<file path="config.mk">
export PLATFORM = sky130hd
export DESIGN_NAME = hls4ml_pipelined_mac
export DESIGN_NICKNAME = d
export VERILOG_FILES = /design/src/rtl/hls4ml_pipelined_mac.sv
export SDC_FILE = /design/constraint.sdc
export NUM_CORES = 1
export LEC_CHECK = 0
export ABC_AREA = 1
export BUFFER_PORTS_ARGS = -buffer_cell sky130_fd_sc_hd__buf_2
export CAP_MARGIN = 20
export CORE_ASPECT_RATIO = 0.8
export CORE_MARGIN = 8
export CORE_UTILIZATION = 37
export CTS_CLUSTER_SIZE = 16
export DETAILED_ROUTE_END_ITERATION = 10
export SYNTH_ARGS = -nofsm -noshare
export SYNTH_HDL_FRONTEND = slang
export SYNTH_SLANG_ARGS = --single-unit
export TNS_END_PERCENT = 50
</file>
<file path="constraint.sdc">
create_clock -name clk -period 7.6 [get_ports clk]
set_clock_uncertainty 0.15 [all_clocks]
set_input_delay 0 -clock clk [delete_from_list [all_inputs] [get_ports clk]]
set_output_delay 0 -clock clk [all_outputs]
set_load 0.01 [all_outputs]
</file>
<file path="src/rtl/hls4ml_pipelined_mac.sv">
// Pipelined signed multiply-accumulate lane: input regs, product regs, accumulate,
// half-up rounding and saturation to a fixed-point result. Valid-tagged, II=1, ce-stallable.
module hls4ml_pipelined_mac #(
    parameter int unsigned A_W         = 16,
    parameter int unsigned B_W         = 16,
    parameter int unsigned ACC_W       = 40,
    parameter int unsigned OUT_W       = 16,
    parameter int unsigned FRAC_SHIFT  = 8,
    parameter int unsigned MREG_STAGES = 2
) (
    input  logic             clk,
    input  logic             reset,
    input  logic             ce,
    input  logic             in_valid,
    input  logic [A_W-1:0]   din0,
    input  logic [B_W-1:0]   din1,
    input  logic             acc_en,
    input  logic             in_first,
    input  logic             in_last,
    output logic             out_valid,
    output logic [OUT_W-1:0] dout,
    output logic             dout_sat
);

    localparam int unsigned P_W    = A_W + B_W;
    localparam int unsigned R_W    = ACC_W + 1;
    localparam int unsigned RND_SH = (FRAC_SHIFT > 0) ? FRAC_SHIFT - 1 : 0;
    localparam logic signed [R_W-1:0] RND =
        (FRAC_SHIFT > 0) ? (R_W'(1) << RND_SH) : '0;
    localparam logic signed [R_W-1:0] SAT_MAX =
        {{(R_W - OUT_W + 1){1'b0}}, {(OUT_W - 1){1'b1}}};
    localparam logic signed [R_W-1:0] SAT_MIN =
        {{(R_W - OUT_W + 1){1'b1}}, {(OUT_W - 1){1'b0}}};

    if (ACC_W < P_W) begin : g_chk_acc
        $error("hls4ml_pipelined_mac: ACC_W must be >= A_W+B_W");
    end
    if (MREG_STAGES < 1 || MREG_STAGES > 3) begin : g_chk_mreg
        $error("hls4ml_pipelined_mac: MREG_STAGES must be 1..3");
    end
    if (FRAC_SHIFT > ACC_W - OUT_W) begin : g_chk_shift
        $error("hls4ml_pipelined_mac: FRAC_SHIFT must be <= ACC_W-OUT_W");
    end

    // S1: operand and sideband capture
    logic signed [A_W-1:0] a_q;
    logic signed [B_W-1:0] b_q;
    logic                  v1_q;
    logic                  e1_q;
    logic                  f1_q;
    logic                  l1_q;

    always_ff @(posedge clk) begin
        if (reset) begin
            a_q  <= '0;
            b_q  <= '0;
            v1_q <= 1'b0;
            e1_q <= 1'b0;
            f1_q <= 1'b0;
            l1_q <= 1'b0;
        end else if (ce) begin
            a_q  <= din0;
            b_q  <= din1;
            v1_q <= in_valid;
            e1_q <= acc_en;
            f1_q <= in_first;
            l1_q <= in_last;
        end
    end

    // Product stages; the first computes the full-width signed product, the rest delay it
    for (genvar i = 0; i < MREG_STAGES; i++) begin : g_mreg
        logic signed [P_W-1:0] prod_d;
        logic                  v_d;
        logic                  e_d;
        logic                  f_d;
        logic                  l_d;
        logic signed [P_W-1:0] prod_q;
        logic                  v_q;
        logic                  e_q;
        logic                  f_q;
        logic                  l_q;

        if (i == 0) begin : g_src
            assign prod_d = P_W'(a_q) * P_W'(b_q);
            assign v_d    = v1_q;
            assign e_d    = e1_q;
            assign f_d    = f1_q;
            assign l_d    = l1_q;
        end else begin : g_src
            assign prod_d = g_mreg[i-1].prod_q;
            assign v_d    = g_mreg[i-1].v_q;
            assign e_d    = g_mreg[i-1].e_q;
            assign f_d    = g_mreg[i-1].f_q;
            assign l_d    = g_mreg[i-1].l_q;
        end

        always_ff @(posedge clk) begin
            if (reset) begin
                prod_q <= '0;
                v_q    <= 1'b0;
                e_q    <= 1'b0;
                f_q    <= 1'b0;
                l_q    <= 1'b0;
            end else if (ce) begin
                prod_q <= prod_d;
                v_q    <= v_d;
                e_q    <= e_d;
                f_q    <= f_d;
                l_q    <= l_d;
            end
        end
    end

    logic signed [P_W-1:0] pm;
    logic                  pm_v;
    logic                  pm_e;
    logic                  pm_f;
    logic                  pm_l;

    assign pm   = g_mreg[MREG_STAGES-1].prod_q;
    assign pm_v = g_mreg[MREG_STAGES-1].v_q;
    assign pm_e = g_mreg[MREG_STAGES-1].e_q;
    assign pm_f = g_mreg[MREG_STAGES-1].f_q;
    assign pm_l = g_mreg[MREG_STAGES-1].l_q;

    // Accumulate stage: multiply-only beats bypass the running sum without disturbing it
    logic signed [ACC_W-1:0] acc_q;
    logic signed [ACC_W-1:0] acc_d;
    logic signed [ACC_W-1:0] prod_x;
    logic signed [ACC_W-1:0] val_q;
    logic signed [ACC_W-1:0] val_d;
    logic                    av_q;
    logic                    emit_d;

    always_comb begin
        acc_d  = acc_q;
        val_d  = val_q;
        emit_d = 1'b0;
        prod_x = ACC_W'(pm);
        if (pm_v) begin
            if (!pm_e) begin
                val_d  = prod_x;
                emit_d = 1'b1;
            end else begin
                acc_d  = (pm_f ? '0 : acc_q) + prod_x;
                val_d  = acc_d;
                emit_d = pm_l;
            end
        end
    end

    always_ff @(posedge clk) begin
        if (reset) begin
            acc_q <= '0;
            val_q <= '0;
            av_q  <= 1'b0;
        end else if (ce) begin
            acc_q <= acc_d;
            val_q <= val_d;
            av_q  <= emit_d;
        end
    end

    // Round stage, one bit wider so the half-up add cannot wrap
    logic signed [R_W-1:0] rnd_sum;
    logic signed [R_W-1:0] r_d;
    logic signed [R_W-1:0] r_q;
    logic                  rv_q;

    assign rnd_sum = R_W'(val_q) + RND;
    assign r_d     = rnd_sum >>> FRAC_SHIFT;

    always_ff @(posedge clk) begin
        if (reset) begin
            r_q  <= '0;
            rv_q <= 1'b0;
        end else if (ce) begin
            if (av_q) begin
                r_q <= r_d;
            end
            rv_q <= av_q;
        end
    end

    // Saturate into output registers; dout/dout_sat hold between results
    logic [OUT_W-1:0] dout_d;
    logic             sat_d;

    always_comb begin
        dout_d = r_q[OUT_W-1:0];
        sat_d  = 1'b0;
        if (r_q > SAT_MAX) begin
            dout_d = SAT_MAX[OUT_W-1:0];
            sat_d  = 1'b1;
        end else if (r_q < SAT_MIN) begin
            dout_d = SAT_MIN[OUT_W-1:0];
            sat_d  = 1'b1;
        end
    end

    always_ff @(posedge clk) begin
        if (reset) begin
            dout      <= '0;
            dout_sat  <= 1'b0;
            out_valid <= 1'b0;
        end else if (ce) begin
            if (rv_q) begin
                dout     <= dout_d;
                dout_sat <= sat_d;
            end
            out_valid <= rv_q;
        end
    end

endmodule

</file>
==> results of run 1 <==
cell usage after synthesis (4+ instances only):
cell type / count
o21ai_1: 10
nand4_1: 26
a31oi_1: 5
nor3_1: 28
nand3b_1: 8
xnor2_1: 4
clkbuf_1: 115
inv_1: 826
nand3_2: 6
nor4_1: 5
nor2_1: 410
buf_2: 13
a21oi_1: 168
o211ai_1: 13
nand2_1: 819
ha_1: 122
inv_2: 4
o21ai_0: 187
o21bai_1: 8
nor2_4: 7
nor2_2: 6
xor2_1: 42
buf_1: 6
nor3_2: 5
fa_1: 263
or2_2: 12
nand2_2: 6
nand3_1: 105
dfxtp_1: 234
critical path, stage by stage (launching register included):
cell and delay, ns:
dfxtp_1 0.69, nand2_1 0.23, fa_1 0.59, inv_1 0.08, fa_1 0.89, fa_1 0.51, fa_1 0.48, fa_1 0.55
inv_1 0.06, fa_1 0.52, inv_1 0.04, ha_1 0.37, nand2_1 0.15, nor2_1 0.16, inv_1 0.08, nor2_1 0.27
nand4_1 0.24, nand4_1 0.16, nand3_1 0.12, o211ai_1 0.14, inv_1 0.05
registers in the layout, summed over array words and instances (netlist names), 2 cells and up:
signal and flops:
a_q 16, acc_q 40, b_q 16, dout 16, g_mreg.e_q 2, g_mreg.f_q 2
g_mreg.l_q 2, g_mreg.prod_q 64, g_mreg.v_q 2, r_q 33, val_q 33
cell families after synthesis:
kind of cell / Yosys count
simple gates: 1447
buf+inv: 968
compound gates: 401
fa+ha+maj: 385
flops: 234
xor+xnor: 46
worst paths after layout:
| kind | startpoint | to | slack, ns |
|---|---|---|---|
| max | b_q[4] | g_mreg[0].prod_q[23] | 0.94 |
| min | din0[1] | a_q[1] | 0.04 |
| max reg2reg | b_q[4] | g_mreg[0].prod_q[23] | 0.94 |
| min reg2reg | r_q[13] | dout[13] | 0.31 |
routing by layer:
metal  GRT usage, %  routed length, um
met1           28.7              34100
met2           26.7              26500
met3           2.47               4450
met4           3.64               1330
met5              0                  0
final cells by class:
type | instances | area (um^2)
inverters | 832 | 3130
multi-input cells | 2279 | 15200
fillers | 6700 | 36500
repair buffers | 150 | 1200
flip-flops and latches | 234 | 4680
clock inverters | 16 | 216
clock buffers | 37 | 816
well taps | 840 | 1050
power groups by stage:
stage | Combinational [uW] | Sequential [uW] | Clock (uW)
6_report | 2040 | 1440 | 1500
5_1_grt | 2380 | 1450 | 1590
4_1_cts | 2060 | 1440 | 1540
3_5_place_dp | 2010 | 1460 | 0
3_3_place_gp | 2010 | 1460 | 0
2_1_floorplan | 1530 | 1380 | 0
timing repair:
item | CTS | global route
endpoints found under the setup margin | 0 | 0
hold buffers | 77 | 0
buffers inserted | 0 | 0
hold endpoints to repair | 101 | 0
per-stage QoR:
stage	setup slack (ns)	utilization, %	total power, uW
floorplan	1.44	-	2910
global placement	1.05	39.0	3470
detailed placement	1.06	39.0	3470
CTS	0.992	41.9	5030
global route	0.399	41.9	5410
finish	0.935	41.9	4980
==> reports/results.ini, run 1 <==
[clocking]
cts_sinks = 234
clock_path_buffers = 3
cts.repair.resized = 0
ctsHtreeMaxLevel = 1
tritoncts = yes
clock_latency_ns = 0.60
cts-root-buf = clkbuf_16
cts_buffers = 29
clk_pin_slew_ns = 0.07

[detailed_routing]
dr.pass1.iters = 5
wl_per_cell_um = 15.1
vias_per_cell = 4.78
route.vias.total = 20967
postRouteWirelength_um = 66400
ant_nets = 0
drt_iter0_drc = 1648
drc_errors = 0

[layout]
area_growth_pct = 11.7
antennaDiodeCount = 0
final_common_cell = inv_1
instances_no_fill = 4388
final_cell_mix = 826 x inv_1, 819 x nand2_1, 410 x nor2_1
nets = 3950
drive_gt1_share_pct = 4.96
stdcell_area_um2 = 26300

[critical_path]
crit_fanout = 17
reg2regPathDepth = 20
worstSetupPathType = reg2reg
required_ns = 7.92
cp-end-kind = register
startpoint_type = register
cp.arrival_ns = 6.98

[floorplanning]
start_util_pct = 37.5
die_w_um = 298
io_pins = 57
core-area_um2 = 62800
die-area_um2 = 72000
dieHeight_um = 242
rows = 82

[global_routing]
grt_usage_pct = 18.4
grt_pass1_wl_um = 110000
grt_pass1_vias = 20255
grt.overflow.total = 0
grt_max_degree = 82
antenna_found_initial = 1

[synth]
synth-main-ff-cell = dfxtp_1
netlist_area_um2 = 23600
yosys-mux-area-fraction_pct = 0
syn_inst = 3481
yosysSeqAreaShare_pct = 19.9
ys_types = 43
synth_top_area_cell = fa_1
synth_compound_area_share_pct = 8.95
synth_fa_ha_area_share_pct = 28.8
yosys.area_share.simple_pct = 25.1
synth-xor-area-share_pct = 1.71
yosys_register_bits = 234
syn_avg_cell_area_um2 = 6.77
synth-edff-count = 0
synth_top_family_by_area = adder cells
synth_top_area_share_pct = 22.4
synth-async-reset-ratio_pct = 0
netlist_top_cells_area = fa_1 22%, dfxtp_1 20%, inv_1 13%, nand2_1 13%, nor2_1 6.5%
syn-num-nets = 3905
yosys_warnings = 0

[power_and_ir_drop]
power_density_nw_per_um2 = 189
p_sw_uw = 2040
p_comb_share_pct = 40.9
swShare_pct = 40.9
ir_drop_v = 0.000200
internal_power_uw = 2940
leakage_uw = 0.0141
p_clk_share_pct = 30.2
seqPwrFrac_pct = 28.9

[run]
cap_viol_max_count = 0

[timing]
fmax_mhz = 150
hold_violations = 0
fin_crit_sh_pct = 87.7
tns_ns = 0
tightestPinTransition_ns = 1.01
setup_viol = 0
slew_violations = 0
period_needed_ns = 6.66
slew_headroom_pct = 32.4
rsz0062_at_grt = no
fin_hold_ws_ns = 0.0430

[placed_design]
port_buffers = 56
place_hpwl_um = 51900
gp_congestion = 0.939
dpl.cell_count = 4257
postPlaceCellArea_um2 = 24500

[hold_path]
min_path_type = in2reg
hold_depth = 4

[run_status]
status = completed

Power figures use the tool's default switching activity.
==> inputs of run 2 (changes only) <==
==> constraint.sdc (replaced) <==
create_clock -name clk -period 6.9 [get_ports clk]
set_clock_uncertainty 0.15 [all_clocks]
set_input_delay 0 -clock clk [delete_from_list [all_inputs] [get_ports clk]]
set_output_delay 0 -clock clk [all_outputs]
set_load 0.01 [all_outputs]
==> reports/results.ini, run 2 (synthesized netlist as in run 1, its figures left out) <==
[critical_path]
cp-end-kind = register
critPathSlowestCell = dfxtp_1
cp_slowest_stage_delay_ns = 0.79  ; -0.10 ns
required_ns = 7.23  ; -0.69 ns
cp_cell_sequence = nand2_1, fa_1, inv_1, fa_1, fa_1, inv_1, fa_1, inv_1, fa_1, inv_1, fa_1, inv_1, ha_1, inv_1, nor3_1, nand2_1, nor4_1, nand2_1, nand2_1, nor2_1, o21ai_0, inv_1
reg2reg_slack_ns = 0.50  ; -0.44 ns
crit_fanout = 14  ; -3
reg2regPathDepth = 22  ; +10%
cp.buffers_inverters = 7  ; +2
critPathCapture = g_mreg[0].prod_q[30]
rr_startpoint = b_q[12]
worstSetupPathType = reg2reg
r2r-end = g_mreg[0].prod_q[30]
startpoint_type = register
cp_common_cell = inv_1
critPathTopFamily = adder cells
crit_path_start = b_q[12]
cp.arrival_ns = 6.73  ; -0.25 ns
crit_cells = 22  ; +10%

[timing]
setup_viol = 0  ; unchanged
fin_crit_sh_pct = 92.8  ; +5.1 points
hold_violations = 0  ; unchanged
rsz0062_at_grt = no
slew_violations = 0  ; unchanged
slew_headroom_pct = 29.3  ; -3.1 points
fmax_mhz = 156  ; +4.1%
period_needed_ns = 6.40  ; -0.265 ns
tns_ns = 0  ; unchanged
tightestPinTransition_ns = 1.06  ; +0.0486 ns

[power_and_ir_drop]
leakage_uw = 0.0142  ; +0.82%
total_power_uw = 5460  ; +9.5%
ir_drop_v = 0.000187  ; -6.7%
power_density_nw_per_um2 = 206  ; +8.8%

[global_routing]
grt_max_degree = 91  ; +11%
grt_pass1_wl_um = 112000  ; +1.7%
grt_pass1_vias = 20397  ; +0.70%
grt_usage_pct = 18.7  ; +0.29 points
antenna_found_initial = 0  ; -1
grt.overflow.total = 0  ; unchanged

[floorplanning]
core-area_um2 = 62800  ; unchanged
die_w_um = 298  ; unchanged
die-area_um2 = 72000  ; unchanged
dieHeight_um = 242  ; unchanged
io_pins = 57  ; unchanged
rows = 82  ; unchanged
start_util_pct = 37.5  ; unchanged

[detailed_routing]
wl_per_cell_um = 15.3  ; +0.94%
postRouteWirelength_um = 67500  ; +1.6%
drc_errors = 0  ; unchanged
drt_iter0_drc = 1673  ; +1.5%
dr.pass1.iters = 7  ; +2
route.vias.total = 20930  ; -0.18%
vias_per_cell = 4.74  ; -0.83%
ant_nets = 0  ; unchanged

[placed_design]
port_buffers = 56  ; unchanged
dpl.cell_count = 4284  ; +0.63%
postPlaceCellArea_um2 = 24700  ; +0.83%
place_hpwl_um = 53100  ; +2.3%
gp_congestion = 0.941  ; +0.22%

[clocking]
cts_buffers = 29  ; unchanged
tritoncts = yes
clock_path_buffers = 3  ; unchanged
clk_pin_slew_ns = 0.07  ; about the same
post_cts_buffers = 0  ; unchanged
cts_sinks = 234  ; unchanged
clock_latency_ns = 0.59  ; about the same
ctsHtreeMaxLevel = 1  ; unchanged
cts-root-buf = clkbuf_16

[hold_path]
min_from = din1[0]
hold_depth = 4  ; unchanged
min_path_type = in2reg

[layout]
instances_no_fill = 4417  ; +0.66%
drive_gt1_share_pct = 5.62  ; +0.66 points
final_cell_mix = 826 x inv_1, 819 x nand2_1, 410 x nor2_1
reg_top3 = g_mreg.prod_q (64), acc_q (40)
largest_reg_flops = 64  ; unchanged
antennaDiodeCount = 0  ; unchanged
fill_cells = 6682  ; -0.27%
stdcell_area_um2 = 26500  ; +0.63%
nets = 3978  ; +0.71%
top_register = g_mreg.prod_q
final_common_cell = inv_1
area_growth_pct = 12.4

[run]
cap_viol_max_count = 0  ; unchanged

[run_status]
status = completed

==> run 2: changes by cell type in the layout (fill, tap and decap cells not counted), sizes merged <==
| cell | change |
|---|---|
| clkbuf | +1 |
| buf | +27 |
| clkinvlp | -1 |
| bufinv | -1 |
| inv | +2 |
| dlygate4sd3 | +1 |
==> run 2: how the worst min path moves through the flow <==
stage	endpoint
finish	b_q[0]
global route	b_q[5]
CTS	b_q[0]
detailed placement	a_q[3]
global placement	a_q[4]
floorplan	e1_q
==> run 2: layout make-up <==
cell class	count	area (um^2)	area share (%)
clock inverter	16	201	0.761
sequential	234	4680	17.7
multi-input combinational	2279	15200	57.5
tap	840	1050	3.97
timing repair buffer	178	1410	5.32
inverter	832	3130	11.8
clock buffer	38	790	2.98
==> run 2: worst register-to-register path: stages (launching register included) <==
cell and delay [ns]:
dfxtp_1 0.79, nand2_1 0.17, fa_1 0.62, inv_1 0.14
fa_1 0.51, fa_1 0.52, inv_1 0.06, fa_1 0.52
inv_1 0.05, fa_1 0.54, inv_1 0.06, fa_1 0.52
inv_1 0.04, ha_1 0.36, inv_1 0.10, nor3_1 0.37
nand2_1 0.14, nor4_1 0.20, nand2_1 0.09, nand2_1 0.09
nor2_1 0.04, o21ai_0 0.15, inv_1 0.06
==> run 2: per-stage QoR <==
step	utilization [%]	hold WS [ns]	setup slack (ns)
CTS	42.1	0.00295	0.501
global placement	39.3	0.0737	0.537
global route	42.2	0.0461	0.113
floorplan	-	-0.0151	0.741
finish	42.2	0.0306	0.500
detailed placement	39.3	0.0752	0.553
==> run 2: power breakdown <==
group	switching [uW]	total (uW)	internal [uW]
clock	673	1600	930
combinational	1480	2290	814
sequential	112	1560	1450
==> run 2: timing repair <==
| item | CTS | global route |
|---|---|---|
| endpoints found under the hold margin | 86 | 0 |
| endpoints found under the setup margin | 0 | 2 |
| resized for setup | 0 | 1 |
| hold buffers | 78 | 0 |
==> run 2: routing by layer <==
| metal | wire, um | GRT usage (%) | vias to the layer above |
|---|---|---|---|
| met5 | 0 | 0 | - |
| met4 | 1130 | 3.34 | 0 |
| met3 | 4820 | 2.91 | 65 |
| met2 | 27200 | 27.1 | 563 |
| met1 | 34300 | 29.0 | 9812 |
| li1 | - | - | 10490 |
==> inputs of run 3 (changes only) <==
--- a/config.mk
+++ b/config.mk
@@ -10,9 +10,10 @@
 export CAP_MARGIN = 20
 export CORE_ASPECT_RATIO = 0.8
 export CORE_MARGIN = 8
-export CORE_UTILIZATION = 37
+export CORE_UTILIZATION = 55
 export CTS_CLUSTER_SIZE = 16
 export DETAILED_ROUTE_END_ITERATION = 10
+export PLACE_DENSITY = 0.71
 export SYNTH_ARGS = -nofsm -noshare
 export SYNTH_HDL_FRONTEND = slang
 export SYNTH_SLANG_ARGS = --single-unit
==> constraint.sdc (replaced) <==
create_clock -name clk -period 6.9 [get_ports clk]
set_clock_uncertainty 0.15 [all_clocks]
set_input_delay 1.035 -clock clk [delete_from_list [all_inputs] [get_ports clk]]
set_output_delay 1.035 -clock clk [all_outputs]
set_load 0.01 [all_outputs]
==> reports/results.ini, run 3 (synthesized netlist as in run 1, its figures left out) <==
[global_routing]
grt_max_degree = 66  ; -27%
grt_pass1_vias = 20807  ; +2.0%
grtUsageMet2_pct = 37.9  ; +11 points
gr-usage-met3_pct = 7.71  ; +4.8 points
use_met1_pct = 44.2  ; +15 points
grt_pass1_wl_um = 112000  ; +0.72%
antenna_found_initial = 1  ; +1
grt_usage_pct = 28.2  ; +9.5 points
grt_busiest_layer = met1
grt.overflow.total = 0  ; unchanged

[layout]
largest_reg_flops = 64  ; unchanged
final_common_cell = inv_1
fill_cells = 4097  ; -39%
area_growth_pct = 7.06
top_register = g_mreg.prod_q
antennaDiodeCount = 0  ; unchanged
drive_gt1_share_pct = 5.67  ; +0.054 points
reg_top3 = g_mreg.prod_q (64), acc_q (40)
nets = 3895  ; -2.1%
final_cell_mix = 826 x inv_1, 819 x nand2_1, 410 x nor2_1

[floorplanning]
rows = 67  ; -18%
start_util_pct = 56.0  ; +18 points
die_w_um = 247  ; -17%
dieHeight_um = 201  ; -17%
die-area_um2 = 49700  ; -31%
core-area_um2 = 42100  ; -33%
io_pins = 57  ; unchanged

[power_and_ir_drop]
ir_drop_v = 0.000169  ; -9.3%
power_density_nw_per_um2 = 210  ; +1.9%
leakage_uw = 0.0138  ; -2.9%

[clocking]
cts_sinks = 234  ; unchanged
cts_buffers = 26  ; -10%
clock_path_buffers = 3  ; unchanged
post_cts_buffers = 0  ; unchanged
tritoncts = yes
clock_latency_ns = 0.57  ; -0.02 ns
cts-root-buf = clkbuf_16
clk_pin_slew_ns = 0.07  ; about the same
ctsHtreeMaxLevel = 1  ; unchanged
cts_hold_buf = 0  ; -100%
cts.repair.resized = 0  ; unchanged

[detailed_routing]
drt_iter0_drc = 2087  ; +25%
wl_per_cell_um = 17.1  ; +12%
dr.pass1.iters = 6  ; -1
route.vias.total = 21326  ; +1.9%
vias_per_cell = 5.28  ; +11%
postRouteWirelength_um = 68900  ; +2.2%
drc_errors = 0  ; unchanged
ant_nets = 0  ; unchanged

[critical_path]
crit_path_start = a_q[10]
rr_startpoint = a_q[10]
startpoint_type = register
required_ns = 7.20  ; -0.03 ns
cp.arrival_ns = 6.70  ; -0.03 ns
cp-end-kind = register
crit_fanout = 17  ; +3
worstSetupPathType = reg2reg

[timing]
slew_headroom_pct = 25.8  ; -3.6 points
fin_crit_sh_pct = 92.7  ; about the same
setup_viol = 0  ; unchanged
tightestPinTransition_ns = 1.11  ; +0.0521 ns
slew_violations = 0  ; unchanged
fin_hold_ws_ns = 0.307  ; +0.276 ns
rsz0062_at_grt = no
tns_ns = 0  ; unchanged
period_needed_ns = 6.39  ; -0.00542 ns
fmax_mhz = 156  ; about the same
hold_violations = 0  ; unchanged

[run]
cap_viol_max_count = 0  ; unchanged

[run_status]
status = completed

[placed_design]
gp_congestion = 0.969  ; +3.0%
port_buffers = 56  ; unchanged
place_hpwl_um = 55700  ; +4.9%

[hold_path]
min_from = acc_q[0]
min_path_type = reg2reg

-- run 3: changes by cell type in the layout (fill, tap and decap cells not counted), moves of 2 or more --
cell,change
clkinvlp_4,-2
buf_4,-2
inv_6,-2
clkbuf_8,+2
dlygate4sd3_1,-78
clkinv_2,-2
clkbuf_16,-3
dfxtp_1,-7
dfxtp_2,+7
-- run 3: worst max-delay path, stage by stage, from the launching register on --
cell and delay, ns:
dfxtp_1 0.91, nand2_1 0.19, fa_1 0.60, fa_1 0.45, fa_1 0.52, inv_1 0.05
fa_1 0.46, fa_1 0.55, inv_1 0.06, fa_1 0.60, inv_1 0.06, ha_1 0.36
nand2_1 0.18, inv_1 0.08, a21oi_1 0.25, buf_4 0.18, nor2_1 0.04, nor2_1 0.08
nand2_1 0.11, nand2_1 0.11, nand2_1 0.05, nand2_1 0.05, nand3_1 0.06, nand2_1 0.08
inv_1 0.03
-- run 3: path summary, 6_finish.rpt --
| path | slack, ns | end | depth (start not counted) |
|---|---|---|---|
| max | 0.51 | g_mreg[0].prod_q[22] | 24 |
| min | 0.31 | acc_q[0] | 2 |
| max reg2reg | 0.51 | g_mreg[0].prod_q[22] | 24 |
| min reg2reg | 0.31 | acc_q[0] | 2 |
-- run 3: per-stage QoR --
step                setup slack, ns  area, um^2  instances  power (uW)  util (%)
floorplan                     0.741       23600       3481        3200         -
global placement              0.638       24300       3994        3830      57.8
detailed placement            0.534       24300       3994        3850      57.8
CTS                           0.504       25200       4041        5300      59.8
global route                 0.0353       25200       4042        5740      59.9
finish                        0.506       25200       4042        5300      59.9
-- run 3: metal layers --
| layer | wire (um) | up-vias |
|---|---|---|
| met5 | 11 | - |
| met4 | 1310 | 2 |
| met3 | 7790 | 98 |
| met2 | 26300 | 864 |
| met1 | 33500 | 10051 |
| li1 | - | 10311 |
-- run 3: final cells by class --
class	instances	area, um^2	share of cell area (%)
tap	552	691	2.74
multi-input combinational	2279	15200	60.3
clock inverter	10	133	0.526
clock buffer	37	742	2.94
inverter	832	3120	12.4
sequential	234	4690	18.6
timing repair buffer	98	621	2.46
-- run 3: power by group --
part	internal, uW	switching, uW
sequential	1450	134
clock	831	611
combinational	786	1490
total	3070	2230
